[config.mk]
export PLATFORM = sky130hd
export DESIGN_NAME = alu_operand_seq
export DESIGN_NICKNAME = d
export VERILOG_FILES = /design/src/rtl/alu_pkg.sv /design/src/rtl/reg_file.sv /design/src/rtl/alu_operand_seq.sv
export SDC_FILE = /design/constraint.sdc
export NUM_CORES = 1
export LEC_CHECK = 0
export CORE_MARGIN = 1.5
export CORE_UTILIZATION = 40
export CTS_CLUSTER_DIAMETER = 30
export CTS_CLUSTER_SIZE = 14
export DETAILED_ROUTE_END_ITERATION = 12
export SKIP_CTS_REPAIR_TIMING = 1
export SLEW_MARGIN = 20
export SYNTH_ARGS = -nofsm -noshare
export SYNTH_HDL_FRONTEND = slang
export SYNTH_HIERARCHICAL = 1
export SYNTH_SLANG_ARGS = --single-unit
[constraint.sdc]
create_clock -name clk -period 4.6 [get_ports clk]
set_clock_uncertainty 0.2 [all_clocks]
set_input_delay 0.46 -clock clk [delete_from_list [all_inputs] [get_ports clk]]
set_output_delay 0.46 -clock clk [all_outputs]
set_load 0.03 [all_outputs]
[src/rtl/alu_pkg.sv]
// Shared definitions for the operand-sequencing ALU front end:
// opcode and shift-code constants and the sequencer state encoding.
package alu_pkg;

    // ALU opcodes presented on alu_op
    localparam logic [1:0] OP_ADD = 2'b00;
    localparam logic [1:0] OP_SUB = 2'b01;
    localparam logic [1:0] OP_AND = 2'b10;
    localparam logic [1:0] OP_NOT = 2'b11;

    // Operand B shift codes
    localparam logic [1:0] SH_NONE = 2'b00;  // pass through
    localparam logic [1:0] SH_LSL  = 2'b01;  // left by 1, LSB filled with 0
    localparam logic [1:0] SH_LSR  = 2'b10;  // logical right by 1
    localparam logic [1:0] SH_ASR  = 2'b11;  // arithmetic right by 1

    // Instruction sequencer states; one state per clock after IDLE
    typedef enum logic [2:0] {
        ST_IDLE = 3'd0,
        ST_RD_A = 3'd1,
        ST_RD_B = 3'd2,
        ST_EXEC = 3'd3,
        ST_WB   = 3'd4
    } state_t;

endpackage

[src/rtl/reg_file.sv]
// 8x16 register file: one synchronous write port, one combinational read
// port, all entries cleared by the asynchronous active-low reset.
module reg_file #(
    parameter int DATA_W  = 16,
    parameter int REG_CNT = 8,
    parameter int IDX_W   = 3
) (
    input  logic              clk,
    input  logic              rst_n,
    input  logic              we,
    input  logic [IDX_W-1:0]  waddr,
    input  logic [DATA_W-1:0] wdata,
    input  logic [IDX_W-1:0]  raddr,
    output logic [DATA_W-1:0] rdata
);

    logic [DATA_W-1:0] regs [REG_CNT];

    // Storage: clear everything on reset, otherwise single write per clock
    always_ff @(posedge clk or negedge rst_n) begin
        if (!rst_n) begin
            for (int i = 0; i < REG_CNT; i++) begin
                regs[i] <= '0;
            end
        end else if (we) begin
            regs[waddr] <= wdata;
        end
    end

    assign rdata = regs[raddr];

endmodule

[src/rtl/alu_operand_seq.sv]
// Operand sequencer for an external ALU. An instruction accepted in IDLE walks
// RD_A -> RD_B -> EXEC -> WB, fetching A and B from the register file,
// capturing the ALU result/flags and optionally writing the result back.
// External register writes are accepted only in IDLE and take effect before a
// simultaneously accepted instruction reads its operands.
// Handshake: start is sampled only in IDLE (busy=0); it is dropped, not
// queued, while busy=1. done pulses for exactly the WB cycle.
// Build option: define STATUS_CMP_ONLY_EN to update status only on SUB.
module alu_operand_seq
    import alu_pkg::*;
#(
    parameter int DATA_W  = 16,
    parameter int REG_CNT = 8
) (
    input  logic              clk,
    input  logic              rst_n,
    input  logic              start,
    output logic              busy,
    output logic              done,
    input  logic [2:0]        rn,
    input  logic [2:0]        rm,
    input  logic [2:0]        rd,
    input  logic [1:0]        shift,
    input  logic [1:0]        op,
    input  logic              asel,
    input  logic              bsel,
    input  logic [DATA_W-1:0] sximm5,
    input  logic              wb_en,
    input  logic              wr_ext_en,
    input  logic [2:0]        wr_ext_num,
    input  logic [DATA_W-1:0] wr_ext_data,
    output logic [DATA_W-1:0] alu_a,
    output logic [DATA_W-1:0] alu_b,
    output logic [1:0]        alu_op,
    input  logic [DATA_W-1:0] alu_out,
    input  logic              alu_n,
    input  logic              alu_v,
    input  logic              alu_z,
    output logic [DATA_W-1:0] c_out,
    output logic [2:0]        status,
    output logic [2:0]        fsm_state
);

    state_t state, state_nxt;

    // Instruction fields captured when an instruction is accepted
    logic [2:0]        rn_q, rm_q, rd_q;
    logic [1:0]        shift_q, op_q;
    logic              asel_q, bsel_q, wb_en_q;
    logic [DATA_W-1:0] imm_q;

    logic [DATA_W-1:0] a_reg, b_reg, c_reg;
    logic [2:0]        status_q;

    logic              accept;
    logic              rf_we;
    logic [2:0]        rf_waddr, rf_raddr;
    logic [DATA_W-1:0] rf_wdata, rf_rdata, b_shifted;
    logic              status_upd;

    assign accept = (state == ST_IDLE) && start;

    // Write port is shared: external writes in IDLE, write-back in WB
    assign rf_we    = ((state == ST_IDLE) && wr_ext_en) || ((state == ST_WB) && wb_en_q);
    assign rf_waddr = (state == ST_WB) ? rd_q  : wr_ext_num;
    assign rf_wdata = (state == ST_WB) ? c_reg : wr_ext_data;
    // Read port is shared: rn during RD_A, rm during RD_B
    assign rf_raddr = (state == ST_RD_B) ? rm_q : rn_q;

    reg_file #(
        .DATA_W  (DATA_W),
        .REG_CNT (REG_CNT),
        .IDX_W   (3)
    ) u_reg_file (
        .clk   (clk),
        .rst_n (rst_n),
        .we    (rf_we),
        .waddr (rf_waddr),
        .wdata (rf_wdata),
        .raddr (rf_raddr),
        .rdata (rf_rdata)
    );

    // State register
    always_ff @(posedge clk or negedge rst_n) begin
        if (!rst_n) state <= ST_IDLE;
        else        state <= state_nxt;
    end

    // Next-state logic: fixed walk once started
    always_comb begin
        state_nxt = state;
        case (state)
            ST_IDLE: if (start) state_nxt = ST_RD_A;
            ST_RD_A: state_nxt = ST_RD_B;
            ST_RD_B: state_nxt = ST_EXEC;
            ST_EXEC: state_nxt = ST_WB;
            ST_WB:   state_nxt = ST_IDLE;
            default: state_nxt = ST_IDLE;
        endcase
    end

    // FSM outputs
    always_comb begin
        busy = (state != ST_IDLE);
        done = (state == ST_WB);
    end

    // Capture instruction fields on acceptance only
    always_ff @(posedge clk or negedge rst_n) begin
        if (!rst_n) begin
            rn_q    <= '0;
            rm_q    <= '0;
            rd_q    <= '0;
            shift_q <= SH_NONE;
            op_q    <= OP_ADD;
            asel_q  <= 1'b0;
            bsel_q  <= 1'b0;
            wb_en_q <= 1'b0;
            imm_q   <= '0;
        end else if (accept) begin
            rn_q    <= rn;
            rm_q    <= rm;
            rd_q    <= rd;
            shift_q <= shift;
            op_q    <= op;
            asel_q  <= asel;
            bsel_q  <= bsel;
            wb_en_q <= wb_en;
            imm_q   <= sximm5;
        end
    end

    // Operand B shifter applied to the register read
    always_comb begin
        b_shifted = rf_rdata;
        case (shift_q)
            SH_LSL:  b_shifted = {rf_rdata[DATA_W-2:0], 1'b0};
            SH_LSR:  b_shifted = {1'b0, rf_rdata[DATA_W-1:1]};
            SH_ASR:  b_shifted = {rf_rdata[DATA_W-1], rf_rdata[DATA_W-1:1]};
            default: b_shifted = rf_rdata;
        endcase
    end

`ifdef STATUS_CMP_ONLY_EN
    assign status_upd = (op_q == OP_SUB);
`else
    assign status_upd = 1'b1;
`endif

    // Operand and result pipeline registers
    always_ff @(posedge clk or negedge rst_n) begin
        if (!rst_n) begin
            a_reg    <= '0;
            b_reg    <= '0;
            c_reg    <= '0;
            status_q <= '0;
        end else begin
            if (state == ST_RD_A) a_reg <= asel_q ? '0 : rf_rdata;
            if (state == ST_RD_B) b_reg <= bsel_q ? imm_q : b_shifted;
            if (state == ST_EXEC) begin
                c_reg <= alu_out;
                if (status_upd) status_q <= {alu_n, alu_v, alu_z};
            end
        end
    end

    assign alu_a     = a_reg;
    assign alu_b     = b_reg;
    assign alu_op    = op_q;
    assign c_out     = c_reg;
    assign status    = status_q;
    assign fsm_state = state;

endmodule

==> results of run 1 <==
-- worst max-delay path, cell delays in order (launching register included) --
cell and delay (ps):
sky130_fd_sc_hd__dfrtp_1 530, sky130_fd_sc_hd__nor3b_4 270, sky130_fd_sc_hd__buf_4 350, sky130_fd_sc_hd__mux2_2 800, sky130_fd_sc_hd__mux4_1 430, sky130_fd_sc_hd__mux2_2 360
sky130_fd_sc_hd__mux2_2 280, sky130_fd_sc_hd__o211ai_1 190, sky130_fd_sc_hd__a31oi_1 130
-- sequential cells by signal, summed over array words and instances (netlist names) --
signal           flops
alu_b               16
wb_en_q              1
rm_q                 3
alu_a               16
alu_op               2
asel_q               1
u_reg_file/regs    128
imm_q               16
shift_q              2
bsel_q               1
fsm_state            3
status               3
c_out               16
rn_q                 3
rd_q                 3
-- cell families after synthesis --
family / share of synthesized area (%)
AOI/OAI and AO/OA: 3.23
xor gates and xnor gates: 0.0867
buffers and inverters: 3.14
DFF: 53.0
muxes: 35.0
and+or+nand+nor: 5.58
-- through the flow --
step	instances	worst slack (ps)	hold WS [ps]	power (mW)	instance area [um2]
floorplan	678	1440	-35.6	6.72	10100
finish	1182	903	283	11.8	13400
CTS	1181	915	-143	11.9	13400
global placement	1093	1010	269	7.97	11700
detailed placement	1093	919	274	8.10	11700
global route	1182	746	302	12.4	13400
-- power by group through the flow --
stage               registers (mW)  clock network, mW  logic, mW
finish                        3.44               3.68       4.66
global route                  3.55               3.85       5.01
CTS                           3.43               3.74       4.70
detailed placement            3.44                  0       4.66
global placement              3.38                  0       4.59
floorplan                     3.57                  0       3.14
-- routing by layer --
metal | GRT usage (%) | up-vias
met3 | 3.68 | 33
met2 | 31.7 | 146
met1 | 26.2 | 3268
met5 | 0 | -
li1 | - | 2806
met4 | 5.71 | 0
-- cells in the final DEF, fill, tap and decap left out, types with 2 or more instances in the layout --
cell	count
sky130_fd_sc_hd__nand2_1	30
sky130_fd_sc_hd__nor2_1	17
sky130_fd_sc_hd__bufinv_16	10
sky130_fd_sc_hd__inv_1	4
sky130_fd_sc_hd__clkbuf_16	51
sky130_fd_sc_hd__clkinv_2	11
sky130_fd_sc_hd__clkbuf_8	7
sky130_fd_sc_hd__nand4b_2	3
sky130_fd_sc_hd__nand2b_1	31
sky130_fd_sc_hd__mux4_1	28
sky130_fd_sc_hd__clkinvlp_4	3
sky130_fd_sc_hd__a31oi_1	15
sky130_fd_sc_hd__mux2_2	200
sky130_fd_sc_hd__nor3b_4	2
sky130_fd_sc_hd__mux2_4	29
sky130_fd_sc_hd__buf_4	7
sky130_fd_sc_hd__o21ai_0	19
sky130_fd_sc_hd__dfrtp_1	214
sky130_fd_sc_hd__clkbuf_1	6
sky130_fd_sc_hd__clkdlybuf4s50_1	130
sky130_fd_sc_hd__nor4bb_4	2
sky130_fd_sc_hd__o211ai_1	14
sky130_fd_sc_hd__buf_12	2
sky130_fd_sc_hd__mux4_2	4
-- final timing paths --
kind / end / cells past startpoint / slack, ps / startpoint
max in group asynchronous: imm_q[15] / 3 / 2760 / rst_n
max reg2reg: alu_b[10] / 8 / 900 / fsm_state[1]
min in group asynchronous: rm_q[0] / 2 / 360 / rst_n
min: alu_a[11] / 2 / 280 / alu_a[11]
min reg2reg: alu_a[11] / 2 / 280 / alu_a[11]
max: alu_b[10] / 8 / 900 / fsm_state[1]
-- area by class of cell --
cell class                      instances  area, um2  share of cell area [%]
Inverter                                4       15.0                   0.112
Sequential cell                       214       5360                    39.9
Clock buffer                           63       1380                    10.3
Tap cell                              324        405                    3.02
Multi-Input combinational cell        411       4470                    33.3
Clock inverter                         25        387                    2.88
Timing Repair Buffer                  141       1420                    10.6
==> summary.md, run 1 <==
| Metric | Value |
|---|---|
| Proportion of power drawn by combinational gates | `39.6%` |
| Share of total power in sequential cells | `29.2%` |
| Number of buffers added by the clock tree synthesis step | `49` |
| Hold Violations, Final | `0` |
| Number of filler cells placed in the layout | `1,984` |
| Clock power share | `31.2%` |
| Site Rows | `57` |
| Critical path startpoint category | `flop` |
| Post-synth EDFFs | `0` |
| Pin count of the biggest net entering global routing | `99` |
| Worst vdd rail ir drop | `approximately 0.57 mV` |
| Library cell with the largest summed area after synthesis | `sky130_fd_sc_hd__dfrtp_1` |
| Arrival time reported for the critical path endpoint | `3890 ps` |
| Power per cell area | `between 800 and 900 mW/mm2` |
| Post-Synthesis Mean Instance Area | `14.9 um2` |
| Max-slew violation count | `0` |
| TritonCTS clock tree | `done` |
| Final routed DRC violation total | `0` |
| Highest fanout seen on the critical path | `34` |
| Net Sw Frac | `32.5%` |
| Fraction of registers with async set/reset | `100%` |
| Setup-violating endpoint count in the final report | `0` |
| Most used flip-flop cell after synthesis | `sky130_fd_sc_hd__dfrtp_1` |
| Starting density of the core | `between 40 and 50%` |
| Post-synthesis instance total | `678` |
| Initial antenna violation count | `0` |
| Number of I/O pins | `132` |
| DR top layer | `met4` |
| Vias in the first global route | `around 6,800` |
| Most instantiated library cell after synthesis | `sky130_fd_sc_hd__dfrtp_1` |
| Final net count | `895` |
| Total number of clock tree sinks | `214` |
| Total routing resource utilization after global routing | `19.3%` |
| Total die area | `roughly 0.026 mm2` |
| Vias per cell | `5.29` |
| Data required time at the worst endpoint | `4790 ps` |
| First-pass GRT wire length | `a little under 40,000 um` |
| Worst setup EP type | `flop` |
| Worst-path clk slew | `50 ps` |
| Maximum buffer depth of the clock tree | `3` |
| Final TNS setup | `0 ps` |
| Number of antenna repair diodes | `0` |
| Wire length per cell | `20.8 um` |
| Total leakage power | `~5.8 nW` |
| Number of synthesized register bits | `roughly 210` |
| CTS Root Buffer Type | `sky130_fd_sc_hd__clkbuf_16` |
| Worst hold-check path type | `reg2reg` |
| Setup repair after global routing missed its margin | `false` |
| Classification of the worst setup path | `reg2reg` |
| Via count | `6,253` |
| Die X-Extent | `162 um` |
| Routed wire length | `24,600 um` |
| CTS H-Tree Depth | `2` |
| Met3 Routed Length | `1070 um` |
| Fraction of layout cells with a size suffix above 1 | `39.4%` |
| IO buf count | `131` |
| Yosys top cell area share | `roughly 53%` |
| Slew @ Worst Pin | `1100 ps` |
| Length of the first detailed-routing pass in iterations | `5` |
| Synth top area cells | `sky130_fd_sc_hd__dfrtp_1 53%, sky130_fd_sc_hd__mux2_2 22%, sky130_fd_sc_hd__mux4_1 7.3%` |
| DP Wirelength | `about 16,000 um` |
| Shortest period the worst path allows | `3700 ps` |
| Synth warn | `6` |
| Result of the run | `completed` |
| Violation count after the first detailed-route iteration | `226` |
| Growth of design area from synthesis to finish | `32.9%` |
| Util after Layout | `54.8%` |
| Met2 routed WL | `11,600 um` |
| Internal power of the cells | `7.95 mW` |
| Congestion Overflow GR | `0` |
| Overall die height | `162 um` |
| Core area | `0.0245 mm2` |
| Highest Clock Rate | `270 MHz` |
| Netlist cell types | `39` |
| Routed length on met1 | `11,600 um` |
| Synthesized Nets | `752` |
| Post-route antenna net violation count | `0` |
| Worst slew slack as a fraction of its limit | `26.5%` |
| Worst-skew pair later-pin latency | `530 ps` |
| GPL Wtd Cong | `0.744` |
| Switching power | `3.83 mW` |
| Total standard cell area after synthesis | `0.0101 mm2` |
| Max_cap viols | `0` |
| Sequential share of the synthesized area | `53.0%` |
| Synth top cells by count | `214 x sky130_fd_sc_hd__dfrtp_1, 200 x sky130_fd_sc_hd__mux2_2, 31 x sky130_fd_sc_hd__nand2b_1` |
| Final worst-path cycle share | `80.4%` |
Note: power is estimated with default switching activity, not from simulation.
==> inputs of run 2 (changes only) <==
==> constraint.sdc (replaced) <==
create_clock -name clk -period 3.15 [get_ports clk]
set_clock_uncertainty 0.2 [all_clocks]
set_input_delay 0.315 -clock clk [delete_from_list [all_inputs] [get_ports clk]]
set_output_delay 0.315 -clock clk [all_outputs]
set_load 0.03 [all_outputs]
==> run 2 against run 1 <==
- sequential share of layout area fell by 0.77 points
- register-to-register slack got worse by 740 ps
- largest cell class unchanged
- sequential cell count did not move
- sequential power rose by 43%
==> summary.md, run 2 (synthesized netlist as in run 1, its figures left out) <==
| Metric | Value |
|---|---|
| Result of the run | `completed` |
| Congestion Overflow GR | `0` |
| Wire length per cell | `approximately 20 um` |
| Max-slew violation count | `0` |
| Post-route antenna net violation count | `0` |
| Number of I/O pins | `approximately 130` |
| Total leakage power | `6.00 nW` |
| IO buf count | `131` |
| Non-filler instance count after layout | `1,205` |
| Number of buffers added by the clock tree synthesis step | `52` |
| Data required time at the worst endpoint | `3340 ps` |
| Post-Route Hold Slack | `188 ps` |
| Worst-skew pair later-pin latency | `approximately 530 ps` |
| Fraction of layout cells with a size suffix above 1 | `41.1%` |
| Power per cell area | `1260 mW/mm2` |
| Maximum buffer depth of the clock tree | `3` |
| Final routed DRC violation total | `0` |
| Total number of clock tree sinks | `~210` |
| Max_cap viols | `0` |
| Flip-flop count of the largest register after layout | `around 130` |
| Finished Cell Area | `0.0137 mm2` |
| Worst-path clk slew | `40 ps` |
| Highest Clock Rate | `334 MHz` |
| First-pass GRT wire length | `39,200 um` |
| Arrival time reported for the critical path endpoint | `3180 ps` |
| Area after detailed placement | `0.0118 mm2` |
| Growth of design area from synthesis to finish | `35.5%` |
| Total die area | `roughly 0.026 mm2` |
| Initial antenna violation count | `0` |
| Site Rows | `57` |
| Total routing resource utilization after global routing | `19.3%` |
| GPL Wtd Cong | `around 0.77` |
| Highest fanout seen on the critical path | `16` |
| Classification of the worst setup path | `reg2reg` |
| Worst vdd rail ir drop | `0.778 mV` |
| Routed wire length | `24,600 um` |
| Worst slew slack as a fraction of its limit | `35.3%` |
| Starting density of the core | `41.2%` |
| Worst hold-check path type | `in2async` |
| DP Wirelength | `15,300 um` |
| CTS Root Buffer Type | `sky130_fd_sc_hd__clkbuf_16` |
| Worst setup EP type | `flop` |
| Number of antenna repair diodes | `0` |
| Shortest period the worst path allows | `2990 ps` |
| Commonest non-fill, non-tap cells in the layout | `213 x sky130_fd_sc_hd__dfrtp_1, 198 x sky130_fd_sc_hd__mux2_2, 129 x sky130_fd_sc_hd__clkdlybuf4s50_1, 54 x sky130_fd_sc_hd__clkbuf_16` |
| Vias in the first global route | `~6,800` |
| Final worst-path cycle share | `95.0%` |
| Critical path startpoint category | `flop` |
| Pin count of the biggest net entering global routing | `85` |
| Slew @ Worst Pin | `970 ps` |
| Violation count after the first detailed-route iteration | `342` |
| Least setup slack across all paths after layout | `158 ps` |
| Overall power after layout | `between 15 and 20 mW` |
| Most frequent standard cell in the layout excluding fill and tap cells | `sky130_fd_sc_hd__dfrtp_1` |
| Length of the first detailed-routing pass in iterations | `4` |
| Setup-violating endpoint count in the final report | `0` |
| Vias per cell | `roughly 5.2` |
| Die X-Extent | `about 160 um` |
| CTS H-Tree Depth | `2` |
| Hold Violations, Final | `0` |
| Reg with most FFs | `u_reg_file/regs` |
| Via count | `6,242` |
| Final TNS setup | `0 ps` |
| # placed instances | `1,105` |
| Final net count | `slightly above 900` |
| TritonCTS clock tree | `done` |
| Util after Layout | `between 50% and 60%` |
| Pre-CTS setup slack | `-45.9 ps` |
| Overall die height | `162 um` |
| Core area | `roughly 0.025 mm2` |
| Number of filler cells placed in the layout | `1,959` |
-- run 2: path summary, 6_finish.rpt --
path	slack [ps]	cells past startpoint	from	to
min in group clk	200	2	alu_z	status[0]
hold reg to reg	290	2	alu_a[13]	alu_a[13]
hold / removal	190	2	rst_n	rn_q[0]
setup / recovery	160	8	fsm_state[0]	alu_b[3]
setup reg to reg	160	8	fsm_state[0]	alu_b[3]
max in group asynchronous	1710	3	rst_n	alu_b[1]
-- run 2: critical path, cell delays in order (launching register included) --
cell and delay, ps:
sky130_fd_sc_hd__dfrtp_1 410, sky130_fd_sc_hd__nor3b_4 260, sky130_fd_sc_hd__mux2_4 260, sky130_fd_sc_hd__buf_12 190, sky130_fd_sc_hd__mux4_1 590, sky130_fd_sc_hd__mux2_2 320, sky130_fd_sc_hd__mux2_2 290, sky130_fd_sc_hd__o211ai_1 210
sky130_fd_sc_hd__a31oi_1 110
-- run 2: cell type report --
class	count	area [um2]	area share, %
multi-input combinational	411	4480	32.7
clock inverter	24	290	2.12
inverter	4	15.0	0.110
timing repair buffer	156	1630	11.9
sequential	214	5360	39.1
tap	324	405	2.96
clock buffer	72	1530	11.2
-- run 2: per-layer routing --
layer	GRT usage (%)	share of wire (%)	vias to the layer above
met3	3.47	4.4	42
met4	7.09	2.3	0
met2	30.4	47	162
li1	-	-	2853
met5	0	0	-
met1	26.8	47	3185
-- run 2: report_power, final --
part           total (mW)  internal (mW)  switching (mW)
clock                5.40           3.83            1.57
combinational        6.96           3.75            3.21
sequential           4.91           4.06           0.856
